<file path="src/rtl/dual_issue_scheduler.sv">
// Dual-slot issue controller: pops 0, 1 or 2 head instructions per cycle in order,
// gated by a register scoreboard, intra-pair hazards, shared-unit conflicts and serialization.
module dual_issue_scheduler #(
  parameter  int NUM_REGS = 32,
  parameter  int CNT_W    = 32,
  localparam int RW       = $clog2(NUM_REGS)
) (
  input  logic                   clk_i,
  input  logic                   rst_i,
  input  logic                   flush_i,
  input  logic [1:0]             iq_valid_i,
  input  logic [1:0][RW-1:0]     rs1_i,
  input  logic [1:0][RW-1:0]     rs2_i,
  input  logic [1:0]             use_rs1_i,
  input  logic [1:0]             use_rs2_i,
  input  logic [1:0][RW-1:0]     rd_i,
  input  logic [1:0]             we_i,
  input  logic [1:0]             mem_i,
  input  logic [1:0]             serial_i,
  input  logic                   exe_ready_i,
  input  logic [1:0]             wb_valid_i,
  input  logic [1:0][RW-1:0]     wb_rd_i,
  output logic [1:0]             read_head_o,
  output logic [NUM_REGS-1:0]    busy_o,
  output logic                   drain_o,
  output logic [CNT_W-1:0]       stall_cnt_o
);

  typedef enum logic {RUN, DRAIN} state_t;

  state_t              state_q, state_d;
  logic [NUM_REGS-1:0] busy_q, busy_d;
  logic [CNT_W-1:0]    stall_cnt_q;
  logic [1:0]          reg_haz;
  logic                any_busy;
  logic                intra_haz;
  logic                issue0, issue1;

  // Decision stage: combinational from queue head and registered scoreboard
  always_comb begin
    for (int k = 0; k < 2; k++) begin
      reg_haz[k] = (use_rs1_i[k] & busy_q[rs1_i[k]]) |
                   (use_rs2_i[k] & busy_q[rs2_i[k]]) |
                   (we_i[k] & busy_q[rd_i[k]]);
    end
  end

  assign any_busy  = |busy_q;
  assign intra_haz = we_i[0] && (rd_i[0] != '0) &&
                     ((use_rs1_i[1] && (rs1_i[1] == rd_i[0])) ||
                      (use_rs2_i[1] && (rs2_i[1] == rd_i[0])) ||
                      (we_i[1] && (rd_i[1] == rd_i[0])));

  // DRAIN holds the serializing head until the scoreboard empties
  assign issue0 = !rst_i && iq_valid_i[0] && exe_ready_i && !flush_i && !reg_haz[0] &&
                  !(serial_i[0] && any_busy) && !((state_q == DRAIN) && any_busy);

  assign issue1 = issue0 && iq_valid_i[1] && !reg_haz[1] && !serial_i[1] && !serial_i[0] &&
                  !(mem_i[0] && mem_i[1]) && !intra_haz;

  assign read_head_o = {issue1, issue0};

  always_comb begin
    busy_d = busy_q;
    for (int k = 0; k < 2; k++) begin
      if (wb_valid_i[k]) busy_d[wb_rd_i[k]] = 1'b0;
    end
    // sets applied after clears so an issuing writer keeps its bit
    for (int k = 0; k < 2; k++) begin
      if (read_head_o[k] && we_i[k] && (rd_i[k] != '0)) busy_d[rd_i[k]] = 1'b1;
    end
    busy_d[0] = 1'b0;
    if (flush_i) busy_d = '0;
  end

  always_comb begin
    state_d = state_q;
    if (flush_i) begin
      state_d = RUN;
    end else begin
      case (state_q)
        RUN:     if (iq_valid_i[0] && serial_i[0] && any_busy && exe_ready_i) state_d = DRAIN;
        DRAIN:   if (issue0) state_d = RUN;
        default: state_d = RUN;
      endcase
    end
  end

  // Registered state
  always_ff @(posedge clk_i or posedge rst_i) begin
    if (rst_i) begin
      state_q     <= RUN;
      busy_q      <= '0;
      stall_cnt_q <= '0;
    end else begin
      state_q <= state_d;
      busy_q  <= busy_d;
      if (iq_valid_i[0] && !read_head_o[0] && !flush_i && (stall_cnt_q != '1))
        stall_cnt_q <= stall_cnt_q + {{(CNT_W-1){1'b0}}, 1'b1};
    end
  end

  assign busy_o      = busy_q;
  assign drain_o     = (state_q == DRAIN);
  assign stall_cnt_o = stall_cnt_q;

endmodule

</file>
<file path="config.mk">
export PLATFORM = sky130hd
export DESIGN_NAME = dual_issue_scheduler
export DESIGN_NICKNAME = d
export VERILOG_FILES = /design/src/rtl/dual_issue_scheduler.sv
export SDC_FILE = /design/constraint.sdc
export NUM_CORES = 1
export LEC_CHECK = 0
export CAP_MARGIN = 25
export CORE_ASPECT_RATIO = 1.5
export CORE_MARGIN = 1.5
export CORE_UTILIZATION = 47
export CTS_CLUSTER_SIZE = 20
export DETAILED_ROUTE_END_ITERATION = 8
export PLACE_DENSITY = 0.78
export SLEW_MARGIN = 20
export SYNTH_ARGS = -nofsm -noshare
export SYNTH_HDL_FRONTEND = slang
export SYNTH_SLANG_ARGS = --single-unit
</file>
<file path="constraint.sdc">
create_clock -name clk_i -period 2.85 [get_ports clk_i]
set_input_delay 0.4275 -clock clk_i [delete_from_list [all_inputs] [get_ports clk_i]]
set_output_delay 0.4275 -clock clk_i [all_outputs]
set_load 0.05 [all_outputs]
</file>
==> results.sh <==
export IMPL_clock_tree_from_tritoncts="yes"
export IMPL_worst_skew_pair_late_latency_ps=340
export IMPL_layout_utilization_pct=74.2
export IMPL_synth_flop_cell="sky130_fd_sc_hd__dfrtp_1"
export IMPL_clkPwrFrac_pct=36.8
export IMPL_place_port_buffers=123
export IMPL_detail_route_first_pass_iterations=5
export IMPL_site_rows=49
export IMPL_post_synth_inst_count=630
export IMPL_post_drt_wl_per_cell_microns=26.5
export IMPL_synth_fp_nets=689
export IMPL_remaining_drc_errors=0
export IMPL_clock_fmax_mhz=292
export IMPL_routed_wirelength_mm=26.5
export IMPL_grt_setup_unrepaired="yes"
export IMPL_clock_tree_buffer_depth=2
export IMPL_sw_frac_of_total_pct=31.9
export IMPL_worstSetupPathType="primary input to primary output"
export IMPL_critical_path_peak_fanout=7
export IMPL_pwr_share_comb_pct=28.9
export IMPL_final_max_tran_viols=0
export IMPL_internal_power_uw=1990
export IMPL_clock_tree_root_cell="sky130_fd_sc_hd__clkbuf_16"
export IMPL_final_net_count=900
export IMPL_count_of_flip_flops_with_a_built_in_enable_after_synthesis=0
export IMPL_yosysMostFrequentCell="sky130_fd_sc_hd__dfrtp_1"
export IMPL_synth_compound_area_share_pct=15.6
export IMPL_ioPinCount=125
export IMPL_yosys_area_share_adder_pct=0.217
export IMPL_switchingPower_uw=933
export IMPL_synth_top_cell_area_share_pct=27.8
export IMPL_synth_sequential_area_ratio_pct=27.8
export IMPL_cts_buffers=9
export IMPL_post_cts_hold_buffer_count=0
export IMPL_cts_htree_levels=3
export IMPL_synth_area_mux_share_pct=18.6
export IMPL_synth_cell_type_count=60
export IMPL_synthesis_yosys_warnings=0
export IMPL_die_h_microns=139
export IMPL_cts_sinks=64
export IMPL_worstSetupStartpointType="primary input"
export IMPL_maximum_vdd_drop_mv=0.235
export IMPL_overflow=0
export IMPL_dr_first_iter_drc_count=950
export IMPL_synth_area_top_cells="sky130_fd_sc_hd__dfrtp_1 (28%), sky130_fd_sc_hd__mux4_2 (13%), sky130_fd_sc_hd__xor2_1 (4.9%), sky130_fd_sc_hd__mux2i_1 (4.5%), sky130_fd_sc_hd__nor3b_1 (2.7%)"
export IMPL_post_dp_cell_area_sq_mm=0.00792
export IMPL_report_final_hold_viol_count=0
export IMPL_pin_count_of_the_biggest_net_entering_global_routing=40
export IMPL_slew_limit_headroom_pct=44.4
export IMPL_grt_antenna_before_repair=0
export IMPL_timing_setup_tns_ps=-23920
export IMPL_floorplan_initialDensity_pct=48.1
export IMPL_place_gp_congestion=1.03
export IMPL_cellPowerDensity_mw_per_mm2=330
export IMPL_setup_violations=66
export IMPL_syn_area_per_cell_sq_um=9.14
export IMPL_cap_viol_max_count=0
export IMPL_yosys_area_top_type="sky130_fd_sc_hd__dfrtp_1"
export IMPL_run_status="finished, violations left"
export IMPL_vias=6836
export IMPL_num_antenna_cells=0
export IMPL_floorplan_die_area_sq_mm=0.0129
export IMPL_failing_checks="negative setup slack"
export IMPL_layout_overhead_on_the_synthesized_area_pct=54.2
export IMPL_worstSetupEndpointType="primary output"
export IMPL_synthXorXnorAreaFrac_pct=7.00
export IMPL_postSynthRegisterBits=64
export IMPL_hold_path_class="register to register"
export IMPL_route_antenna_remaining_nets=0
export IMPL_chipWidth_microns=93.4
export IMPL_dp_hpwl_mm=17.9
export IMPL_floorplan_core_area_sq_mm=0.0120
export IMPL_seqPwrFrac_pct=34.3
export IMPL_total_leakage_power_uw=0.00369
export IMPL_cp_required_ps=2420
export IMPL_final_setup_skew_ps=5.95
export IMPL_postLayoutSetupSlackWorst_ps=-577
export IMPL_grt_first_pass_wirelength_mm=39.0
export IMPL_synth_area_sq_mm=0.00576
export IMPL_shortest_period_the_worst_path_allows_ps=3430
export IMPL_slew_at_the_pin_with_the_worst_max_slew_slack_ps=827
export IMPL_synth_common_cells="sky130_fd_sc_hd__dfrtp_1 (64), sky130_fd_sc_hd__nand2_1 (39), sky130_fd_sc_hd__mux4_2 (33)"
export IMPL_layout_cell_area_non_filler_sq_mm=0.00887
export IMPL_detail_route_vias_per_cell=6.84
export IMPL_first_global_vias=7048
export IMPL_ratio_of_cells_with_drive_above_1_in_the_final_layout_pct=32.2
export IMPL_synth_async_reset_ratio_pct=100
export IMPL_timing_critical_path_arrival_ps=3000
export IMPL_groute_usage_overall_pct=39.8
export IMPL_clk_pin_slew_worst_paths_ps=50
export IMPL_post_route_fraction_of_the_period_consumed_by_the_critical_path_pct=120
export IMPL_combinational_family_with_the_most_area_after_synthesis="simple AND/OR/NAND/NOR gates"
export IMPL_synth_simple_gate_area_share_pct=26.2
-- critical path, stage by stage --
cell                              delay [ps]
sky130_fd_sc_hd__clkdlybuf4s50_1         470
sky130_fd_sc_hd__buf_4                   180
sky130_fd_sc_hd__mux4_2                  590
sky130_fd_sc_hd__a311oi_1                380
sky130_fd_sc_hd__a31o_2                  250
sky130_fd_sc_hd__o311ai_4                170
sky130_fd_sc_hd__buf_4                   200
sky130_fd_sc_hd__nor2_4                  160
sky130_fd_sc_hd__buf_12                  160
-- routing by layer --
layer	routed length, microns	GRT usage [%]	vias up
met5	0	0	-
met4	2460	31.5	0
met3	2070	7.79	190
met2	13300	68.4	537
met1	8720	41.2	3264
li1	-	-	2845
-- cell families after synthesis --
logic type,count (synthesis)
xor+xnor,46
other cells,1
fa+ha+maj,1
flops,64
mux,65
compound gates,133
simple gates,258
buf+inv,62
-- final cells by class --
class | instances | area, sq um
sequential | 64 | 1610
fill | 826 | 3080
timing repair buffer | 249 | 2350
clock inverter | 4 | 45.0
inverter | 13 | 48.8
clock buffer | 12 | 236
multi-input combinational | 504 | 4390
tap | 153 | 191
-- power by group through the flow --
stage	Combinational (uW)	Sequential (uW)	Clock, uW
detailed placement	761	1010	0
floorplan	295	1140	0
global placement	747	1010	0
CTS	805	998	1070
finish	847	1000	1080
global route	889	1010	1100
-- cells in the final DEF (no fill, tap or decap), types with 11 or more instances in the layout --
cell                              Yosys  layout
sky130_fd_sc_hd__inv_1               13      12
sky130_fd_sc_hd__nor2_1              23      17
sky130_fd_sc_hd__mux4_2              33      33
sky130_fd_sc_hd__dfrtp_1             64      56
sky130_fd_sc_hd__nor3_4               1      16
sky130_fd_sc_hd__xor2_1              32      32
sky130_fd_sc_hd__nor2b_1             13      13
sky130_fd_sc_hd__buf_4                4     108
sky130_fd_sc_hd__a221oi_1            17      17
sky130_fd_sc_hd__o22ai_1             17      17
sky130_fd_sc_hd__nor4_1              20      12
sky130_fd_sc_hd__nor3b_1             21      21
sky130_fd_sc_hd__o21ai_1              9      31
sky130_fd_sc_hd__nand3b_1            11      11
sky130_fd_sc_hd__mux2i_1             26      26
sky130_fd_sc_hd__xnor2_1             14      11
sky130_fd_sc_hd__a21oi_2              0      24
sky130_fd_sc_hd__nand2b_1            25      23
sky130_fd_sc_hd__clkdlybuf4s50_1      0     120
sky130_fd_sc_hd__nand2_1             39      39
sky130_fd_sc_hd__nand3_1             25      24
-- sequential cells by signal (all words and copies together) (netlist names) --
signal	cells
busy_o	31
drain_o	1
stall_cnt_o	32
-- worst paths after layout --
check / cells past startpoint / from / end / slack (ps)
setup reg to reg: 12 / busy_o[21]$_DFF_PP0_ / stall_cnt_o[12]$_DFFE_PP0P_ / -520
setup / recovery: 9 / rs2_i[1] / read_head_o[0] / -580
max in group asynchronous: 3 / rst_i / stall_cnt_o[10]$_DFFE_PP0P_ / 1560
min in group asynchronous: 2 / rst_i / busy_o[7]$_DFF_PP0_ / 650
hold / removal: 1 / stall_cnt_o[13]$_DFFE_PP0P_ / stall_cnt_o[13]$_DFFE_PP0P_ / 500
hold reg to reg: 1 / stall_cnt_o[13]$_DFFE_PP0P_ / stall_cnt_o[13]$_DFFE_PP0P_ / 500
-- repair_timing --
action	in CTS	in global routing
endpoints found under the setup margin	46	66
setup buffers	4	4
resized for setup	85	44
pin swaps	33	28
gates cloned	2	1
-- stage by stage --
| stage | setup slack (ps) | cells | hold slack [ps] | power (uW) |
|---|---|---|---|---|
| final | -577 | 999 | 496 | 2930 |
| after global routing | -688 | 999 | 511 | 3000 |
| after CTS | -422 | 996 | 494 | 2870 |
| after detailed placement | -531 | 974 | 488 | 1770 |
| after global placement | -503 | 974 | 465 | 1760 |
| after floorplan | 15.0 | 630 | 587 | 1430 |
(Power assumes the default switching activity.)
